File: src/rtl/dbg_mem_bridge.sv
// Debug op bridge: runs one JTAG-side op per synchronised op_ready rising edge and issues single memory accesses.
// Ops take effect SYNC_STAGES+1 cycles after op_ready rises; an access holds req until ack or TIMEOUT, and ops arriving mid-access are dropped.
module dbg_mem_bridge #(
  parameter int DW          = 32,
  parameter int AW          = 32,
  parameter int NCH         = 2,
  parameter int SYNC_STAGES = 2,
  parameter int ADDR_INC    = 4,
  parameter int TIMEOUT     = 255
) (
  input  logic              cpu_clk,
  input  logic              cpu_rstn,
  input  logic              op_ready,
  input  logic [7:0]        op_code,
  input  logic [DW-1:0]     op_data,
  output logic [DW-1:0]     rd_data,
  output logic [7:0]        status,
  output logic              cpu_halt,
  output logic              cpu_reset_req,
  output logic [NCH-1:0]    mem_req,
  output logic [NCH-1:0]    mem_we,
  output logic [NCH*AW-1:0] mem_addr,
  output logic [NCH*DW-1:0] mem_wdata,
  input  logic [NCH*DW-1:0] mem_rdata,
  input  logic [NCH-1:0]    mem_ack
);

  localparam int FW  = $clog2(SYNC_STAGES + 2);
  localparam int TCW = $clog2(TIMEOUT + 1);
  localparam logic [FW-1:0]  FILL_DONE = FW'(SYNC_STAGES + 1);
  localparam logic [TCW-1:0] TC_LAST   = TCW'(TIMEOUT - 1);

  typedef enum logic {IDLE = 1'b0, ISSUE = 1'b1} state_t;

  state_t                 state_q, state_d;
  logic [SYNC_STAGES-1:0] sync_q, sync_d;
  logic                   prev_q;
  logic [FW-1:0]          fill_q, fill_d;
  logic [2:0]             ch_q, ch_d;
  logic                   wr_q, wr_d;
  logic [TCW-1:0]         tcnt_q, tcnt_d;
  logic [2:0]             rst_cnt_q, rst_cnt_d;
  logic                   halt_q, halt_d;
  logic                   autoinc_q, autoinc_d;
  logic                   to_q, to_d, bad_q, bad_d, ovr_q, ovr_d;
  logic [DW-1:0]          rd_q, rd_d;
  logic [AW-1:0]          addr_q [NCH];
  logic [AW-1:0]          addr_d [NCH];
  logic [DW-1:0]          wdata_q [NCH];
  logic [DW-1:0]          wdata_d [NCH];

  logic          sync_out, exec, busy, ch_ok;
  logic          is_read, is_write, is_sa, is_sw, mem_op, known, go;
  logic [2:0]    op_c;
  logic          ack_sel;
  logic [DW-1:0] rdata_sel;

  assign sync_out = sync_q[SYNC_STAGES-1];
  // Edges are ignored until the chain has refilled after reset, so a level already high at release never fires.
  assign exec     = (fill_q == FILL_DONE) && sync_out && !prev_q;
  assign busy     = (state_q == ISSUE);
  assign op_c     = op_code[2:0];
  assign ch_ok    = ({29'd0, op_c} < 32'(NCH));
  assign is_read  = (op_code[7:3] == 5'b00010);
  assign is_write = (op_code[7:3] == 5'b00100);
  assign is_sa    = (op_code[7:3] == 5'b10000);
  assign is_sw    = (op_code[7:3] == 5'b10010);
  assign mem_op   = is_read | is_write | is_sa | is_sw;
  assign known    = (op_code <= 8'h04) | (op_code == 8'hA0) | mem_op;
  assign go       = exec & mem_op & ch_ok & !busy;

  always_comb begin
    ack_sel   = 1'b0;
    rdata_sel = '0;
    mem_req   = '0;
    mem_we    = '0;
    mem_addr  = '0;
    mem_wdata = '0;
    for (int c = 0; c < NCH; c++) begin
      mem_addr[c*AW +: AW]  = addr_q[c];
      mem_wdata[c*DW +: DW] = wdata_q[c];
      if (ch_q == 3'(c)) begin
        ack_sel    = mem_ack[c];
        rdata_sel  = mem_rdata[c*DW +: DW];
        mem_req[c] = busy;
        mem_we[c]  = busy & wr_q;
      end
    end
  end

  always_comb begin
    state_d   = state_q;
    sync_d    = {sync_q[SYNC_STAGES-2:0], op_ready};
    fill_d    = (fill_q == FILL_DONE) ? fill_q : fill_q + FW'(1);
    ch_d      = ch_q;
    wr_d      = wr_q;
    tcnt_d    = tcnt_q;
    rst_cnt_d = (rst_cnt_q != 3'd0) ? rst_cnt_q - 3'd1 : 3'd0;
    halt_d    = halt_q;
    autoinc_d = autoinc_q;
    to_d      = to_q;
    bad_d     = bad_q | (exec & (!known | (mem_op & !ch_ok)));
    ovr_d     = ovr_q | (exec & mem_op & ch_ok & busy);
    rd_d      = rd_q;
    for (int c = 0; c < NCH; c++) begin
      addr_d[c]  = addr_q[c];
      wdata_d[c] = wdata_q[c];
    end

    if (exec) begin
      if (op_code == 8'h01) halt_d = 1'b1;
      if (op_code == 8'h02) halt_d = 1'b0;
      if (op_code == 8'h03) rst_cnt_d = 3'd4;
      if (op_code == 8'hA0) autoinc_d = op_data[0];
    end

    case (state_q)
      IDLE: begin
        if (go && (is_read || is_write)) begin
          state_d = ISSUE;
          ch_d    = op_c;
          wr_d    = is_write;
          tcnt_d  = '0;
        end
      end
      ISSUE: begin
        if (ack_sel) begin
          state_d = IDLE;
          if (!wr_q) rd_d = rdata_sel;
        end else if (tcnt_q == TC_LAST) begin
          state_d = IDLE;
          to_d    = 1'b1;
        end else begin
          tcnt_d = tcnt_q + TCW'(1);
        end
      end
      default: state_d = IDLE;
    endcase

    for (int c = 0; c < NCH; c++) begin
      if (go && op_c == 3'(c)) begin
        if (is_sa) addr_d[c]  = op_data[AW-1:0];
        if (is_sw) wdata_d[c] = op_data;
      end
      if (busy && ack_sel && autoinc_q && ch_q == 3'(c))
        addr_d[c] = addr_q[c] + AW'(ADDR_INC);
    end

    // Clear is applied last so it beats a flag set in the same cycle.
    if (exec && op_code == 8'h04) begin
      to_d  = 1'b0;
      bad_d = 1'b0;
      ovr_d = 1'b0;
    end
  end

  always_ff @(posedge cpu_clk or negedge cpu_rstn) begin
    if (!cpu_rstn) begin
      state_q   <= IDLE;
      sync_q    <= '0;
      prev_q    <= 1'b0;
      fill_q    <= '0;
      ch_q      <= '0;
      wr_q      <= 1'b0;
      tcnt_q    <= '0;
      rst_cnt_q <= '0;
      halt_q    <= 1'b0;
      autoinc_q <= 1'b0;
      to_q      <= 1'b0;
      bad_q     <= 1'b0;
      ovr_q     <= 1'b0;
      rd_q      <= '0;
      for (int c = 0; c < NCH; c++) begin
        addr_q[c]  <= '0;
        wdata_q[c] <= '0;
      end
    end else begin
      state_q   <= state_d;
      sync_q    <= sync_d;
      prev_q    <= sync_out;
      fill_q    <= fill_d;
      ch_q      <= ch_d;
      wr_q      <= wr_d;
      tcnt_q    <= tcnt_d;
      rst_cnt_q <= rst_cnt_d;
      halt_q    <= halt_d;
      autoinc_q <= autoinc_d;
      to_q      <= to_d;
      bad_q     <= bad_d;
      ovr_q     <= ovr_d;
      rd_q      <= rd_d;
      for (int c = 0; c < NCH; c++) begin
        addr_q[c]  <= addr_d[c];
        wdata_q[c] <= wdata_d[c];
      end
    end
  end

  assign rd_data       = rd_q;
  assign cpu_halt      = halt_q;
  assign cpu_reset_req = (rst_cnt_q != 3'd0);
  assign status        = {3'b000, halt_q, ovr_q, bad_q, to_q, busy};

endmodule

File: config.mk
export PLATFORM = sky130hd
export DESIGN_NAME = dbg_mem_bridge
export DESIGN_NICKNAME = d
export VERILOG_FILES = /design/src/rtl/dbg_mem_bridge.sv
export SDC_FILE = /design/constraint.sdc
export NUM_CORES = 1
export LEC_CHECK = 0
export CAP_MARGIN = 20
export CORE_ASPECT_RATIO = 0.75
export CORE_MARGIN = 3
export CORE_UTILIZATION = 40
export DETAILED_ROUTE_END_ITERATION = 12
export PLACE_DENSITY = 0.78
export SETUP_SLACK_MARGIN = 0.15
export SLEW_MARGIN = 40
export SYNTH_ARGS = -nofsm -noshare
export SYNTH_HDL_FRONTEND = slang
export SYNTH_SLANG_ARGS = --single-unit
export TNS_END_PERCENT = 10
File: constraint.sdc
create_clock -name cpu_clk -period 6 [get_ports cpu_clk]
set_input_delay 1.2 -clock cpu_clk [delete_from_list [all_inputs] [get_ports cpu_clk]]
set_output_delay 1.2 -clock cpu_clk [all_outputs]
set_load 0.02 [all_outputs]
Yosys cells after proc, flatten, opt, wreduce, memory -nomap -nowiden. Cells that the tools add are included.

Input bits: 109. Output and inout port bits: 174. Word-level logic and storage cells: 126. Register bits after elaboration: 186.

Order comparisons: 2. $add $sub $neg: 5. Reductions and logical operators: 35. Equality and inequality tests: 17. Bitwise logic cells: 17. Mux-type cells: 32.

Operators with widths (count): $mux W32 (7); $add A32 B3 Y32 const B (2); $mux W8 (3); $mux W1 (17); $eq A8 B2 Y1 const B (2); $eq A8 B8 Y1 const B (2); $pmux W8 S2 (1); $reduce_and A2 Y1 (7); $reduce_bool A2 Y1 (7); $eq A5 B5 Y1 const B (2); $logic_and A1 B1 Y1 (10); $mux W3 (3); $reduce_and A3 Y1 (3); $add A8 B1 Y8 const B (1); $eq A8 B1 Y1 const B (1); $eq A8 B3 Y1 const B (1); $le A8 B3 Y1 const B (1); $or A1 B1 Y1 (8); $and A1 B1 Y1 (7); $eq A3 B1 Y1 const B (2); $logic_not A3 Y1 (2); $ne A2 B2 Y1 const B (3); $eq A5 B2 Y1 const B (1); $eq A5 B3 Y1 const B (1); other kinds (10) (14).

Longest topological paths before layout.
Depth after elaboration: 10. Depth in mapped cells: 8. Mapped depth without buffers: 6.

Worst setup path after synthesis. Ideal clock, no wire load.

Path type: input port to flip-flop. Start: input op_code[5]. End: register addr_q (netlist bit mem_addr[36]). Data arrival time: 2.830 ns. Library setup time: 0.126 ns. Stages: 7. Path buffers: 2. Data required time: 5.874 ns. Slack: 3.044 ns. Path through: clkbuf_1 -> or3b_1 -> or4_4 -> buf_6 -> nand2_4 -> o21ai_2 -> a221o_1.

Word-level cells in the longest chain between the ends: 10. Elaborated cells between the ends (all ways): 14.

RTL lines: start, declared (RTL line 14) `input logic [7:0] op_code,`; $eq A5 B2 Y1 or $eq A5 B3 Y1 (tied branches) (RTL line 64, 65); $or A1 B1 Y1 (3 in a row) (RTL line 68) `assign mem_op = is_read | is_write | is_sa | is_sw;`; $and A1 B1 Y1 (3 in a row) (RTL line 70) `assign go = exec & mem_op & ch_ok & !busy;`; $logic_and A1 B1 Y1 (RTL line 141) `if (go && op_c == 3'(c)) begin`; $reduce_bool A2 Y1 (no source line); $reduce_and A2 Y1 (no source line) *; end signal, assigned by index (RTL line 193) `addr_q[c] <= addr_d[c];`; end, declared (RTL line 47) `logic [AW-1:0] addr_q [NCH];`.

Mark *: on every way between the ends. The rest lies on a longest branch, timed or not. A chain may end at the register's enable or synchronous reset.

Final worst setup path.
Start: register ch_q[0]. End: output mem_we[1].

Word-level cells in the longest chain between the ends: 2.

RTL lines: start, declared (RTL line 39) `logic [2:0] ch_q, ch_d;`; start signal, assigned (RTL line 182) `ch_q <= ch_d;`; $eq A3 B1 Y1 (RTL line 82) `if (ch_q == 3'(c)) begin`; $mux W1 (RTL line 82); end, declared (RTL line 21) `output logic [NCH-1:0] mem_we,`.

No other way between the ends.

==> out/qor.txt <==
ROUTING
--------------------------------------------------------------------------------
DR WL/cell                                                              20.50 um
DRC violations left                                                            0
Post-detailed-route via-to-cell ratio                                      5.669
Initial DRT Pass Iterations                                                    5
Wire length after detailed routing                                      29.69 mm
Vias after detailed routing                                                8,209
Drt first-iter violations                                                    870
Antenna Nets Post-Route                                                        0

CLOCKING
--------------------------------------------------------------------------------
Maximum count of clock buffers along a single path                             2
Master cell of the clock root buffer                                sky130_fd_sc_hd__clkbuf_16
Number of sinks driven by the clock tree                                     186
Clock-pin transition on the worst setup and hold timing paths              70 ps
CTS Buf Count                                                                 17
CTS tree                                                                   built
CTS resizes                                                                    0
Clock latency on the worst-skew pair                                      430 ps
Number of H-tree levels                                                        4
Hold buffer count at CTS                                                       0
Number of setup buffers added after CTS                                        0

STA
--------------------------------------------------------------------------------
Clock period minus final worst setup slack                               3523 ps
Highest clock rate                                                     283.9 MHz
Setup repair after global routing missed its margin                           no
Worst setup skew after layout                                           17.04 ps
Worst hold margin                                                       398.4 ps
Share of the cycle needed by the critical path after routing              58.71%
Final setup violating endpoints                                                0
Count of endpoints failing hold in the final timing report                     0
Setup_tns                                                                   0 ps
Max-slew violation count                                                       0
Relative max-transition margin                                            44.18%
Actual slew at the worst max-slew pin                                   830.4 ps

SETUP PATH
--------------------------------------------------------------------------------
Startpoint kind of the worst setup timing path                         flip-flop
Worst path cell trace                                               nor3b_4, buf_4, and3_1, clkdlybuf4s50_1
Cell class contributing the biggest share of worst-path delay       buffers and inverters
Startpoint of the most critical setup path                               ch_q[0]
Maximum fanout count along the critical path                                  36
Critical path buffer and inverter count                                        2
Worst reg2reg startpoint                                                    busy
Data arrival at the endpoint of the critical path                        2320 ps
Crit. End Element                                                     output pin
CP Data Required Time                                                    4800 ps
Largest stage delay, worst path                                           620 ps
Crit path max-delay cell type                                       sky130_fd_sc_hd__clkdlybuf4s50_1
Kind of critical path                                                    reg2out

SYNTH
--------------------------------------------------------------------------------
Syn Inst Count                                                               891
Share of synthesized area occupied by flip-flops and latches              51.24%
Async set-or-reset flop fraction in the synthesized netlist               100.0%
Total standard cell area after synthesis                                9084 um2
Post-synth top flop                                                 sky130_fd_sc_hd__dfrtp_1
Combinational family with the most area after synthesis             simple AND/OR/NAND/NOR gates
Number of enable flip-flop cells after synthesis                               0
Mean instance size in the synthesized netlist                          10.19 um2
Share of cell area taken by muxes after synthesis                         9.298%
Simple-gate portion of the synthesized area                               19.30%
Warning count from the yosys run                                               0
Post-synthesis share of cell area spent on xor and xnor gates            0.9642%
Count of distinct cell types in the synthesized netlist                       63
Share of the synthesized area in compound gates (AO/OA/AOI/OAI)           14.33%
Fraction of the mapped netlist area in adder cells                       0.9642%
Number of flip-flops and latches in the synthesized netlist                  186

FINAL LAYOUT
--------------------------------------------------------------------------------
Commonest non-fill, non-tap cells in the layout                     sky130_fd_sc_hd__clkdlybuf4s50_1, sky130_fd_sc_hd__dfrtp_1, sky130_fd_sc_hd__nand2_1
Ratio of cells with drive above 1 in the final layout                     11.01%
Leading cell type in the layout, fill and taps excluded             sky130_fd_sc_hd__clkdlybuf4s50_1
Post-layout net count                                                      1,256
Area Growth Syn to Fin                                                    39.38%
Final core utilization                                                    57.11%
Number of filler instances in the final layout                             1,898

DIE
--------------------------------------------------------------------------------
Area of the core                                                      22,170 um2
Initial Util                                                              40.97%
Die X-Extent                                                            180.0 um
Height of the die                                                       136.5 um
Top Ports                                                                    283
DIE AREA                                                              24,570 um2
Rows                                                                          47

GLOBAL ROUTE
--------------------------------------------------------------------------------
Number of antenna violations at the first check in global routing              0
Wire length of the first global-routing pass                            45.75 mm
Total global routing track utilization                                    23.65%
Largest net degree at the start of global routing                            108
GR Overflow Total                                                              0
Vias in the first global route                                             7,802

RUN STATUS
--------------------------------------------------------------------------------
Run status                                                          finished clean

HOLD PATH
--------------------------------------------------------------------------------
Hold Path Origin                                                       sync_q[0]
Class of the most critical hold timing path                              reg2reg

PWR
--------------------------------------------------------------------------------
Power Density                                                       231.3 nW/um2
Worst ir drop on vdd                                                   0.1534 mV
Pleak                                                                   5.569 nW
Design Power                                                            2.929 mW

FLOW RUN
--------------------------------------------------------------------------------
Max-capacitance violation count                                                0

PLACE
--------------------------------------------------------------------------------
Detailed placement HPWL                                                 21.61 mm
Number of port buffers                                                       279
Placer's final routability congestion estimate                            0.8801

flip-flops by register name (all words and copies together), names as in the netlist:
name	count
sync_q	2
ovr_q	1
to_q	1
wr_q	1
tcnt_q	8
prev_q	1
mem_addr	64
cpu_halt	1
rd_data	32
busy	1
autoinc_q	1
fill_q	2
mem_wdata	64
ch_q	3
rst_cnt_q	3
bad_q	1
stage by stage:
step	std cells	cell area (um2)	setup WS [ps]
after CTS	1447	12660	2468
after floorplan	893	9091	3044
after global routing	1447	12660	2391
after detailed placement	1415	12100	2088
final	1448	12660	2477
after global placement	1415	12070	1879
area by class of cell:
class                   instances  area (um2)  area share (%)
clock buffers                  19       432.9           3.419
flip-flops and latches        186        4654           36.76
inverters                      15       56.30          0.4447
clock inverters                13       127.6           1.008
diodes                          1       2.502         0.01976
multi-input cells             630        4129           32.61
well taps                     294       367.9           2.905
repair buffers                290        2890           22.83
where the power goes:
part | switching (mW) | total [mW] | internal, mW
Sequential | 0.0490 | 1.37 | 1.32
Combinational | 0.233 | 0.449 | 0.217
Clock | 0.529 | 1.11 | 0.585
Total | 0.810 | 2.93 | 2.12
cells by family after synthesis:
group / count (synthesis)
other: 1
xor gates and xnor gates: 10
adders and majority gates: 7
DFF: 186
muxes: 76
and+or+nand+nor: 336
AOI/OAI and AO/OA: 198
buffers and inverters: 77
cell usage after synthesis (all sizes together), types with 12 or more instances:
master	instances	area, um2
and3	15	93.84
mux2	67	754.5
nor4	12	96.34
nor3	13	70.07
a31oi	12	75.07
dfrtp	186	4654
a22oi	40	300.3
inv	15	56.30
nand3	47	235.2
nand2	87	334.1
buf	23	148.9
o211ai	12	90.09
nor2	77	291.5
nand4	21	137.6
a21oi	55	275.3
o21ai	38	193.9
and2	12	75.07
clkbuf	39	146.4
path summary, 6_finish.rpt:
| path | endpoint | slack, ps | cells past startpoint |
|---|---|---|---|
| setup reg to reg | mem_wdata[2] | 3250 | 5 |
| min in group asynchronous | rd_data[18] | 730 | 1 |
| hold / removal | sync_q[1] | 400 | 0 |
| setup / recovery | mem_we[1] | 2480 | 4 |
| hold reg to reg | sync_q[1] | 400 | 0 |
| max in group asynchronous | mem_wdata[17] | 4180 | 2 |
layer usage:
metal  wire length, um  track usage [%]
met5                 0                0
met3              2624            7.226
met4               578            5.283
met1             13130            33.86
met2             13360            35.65
(Power assumes the default switching activity.)
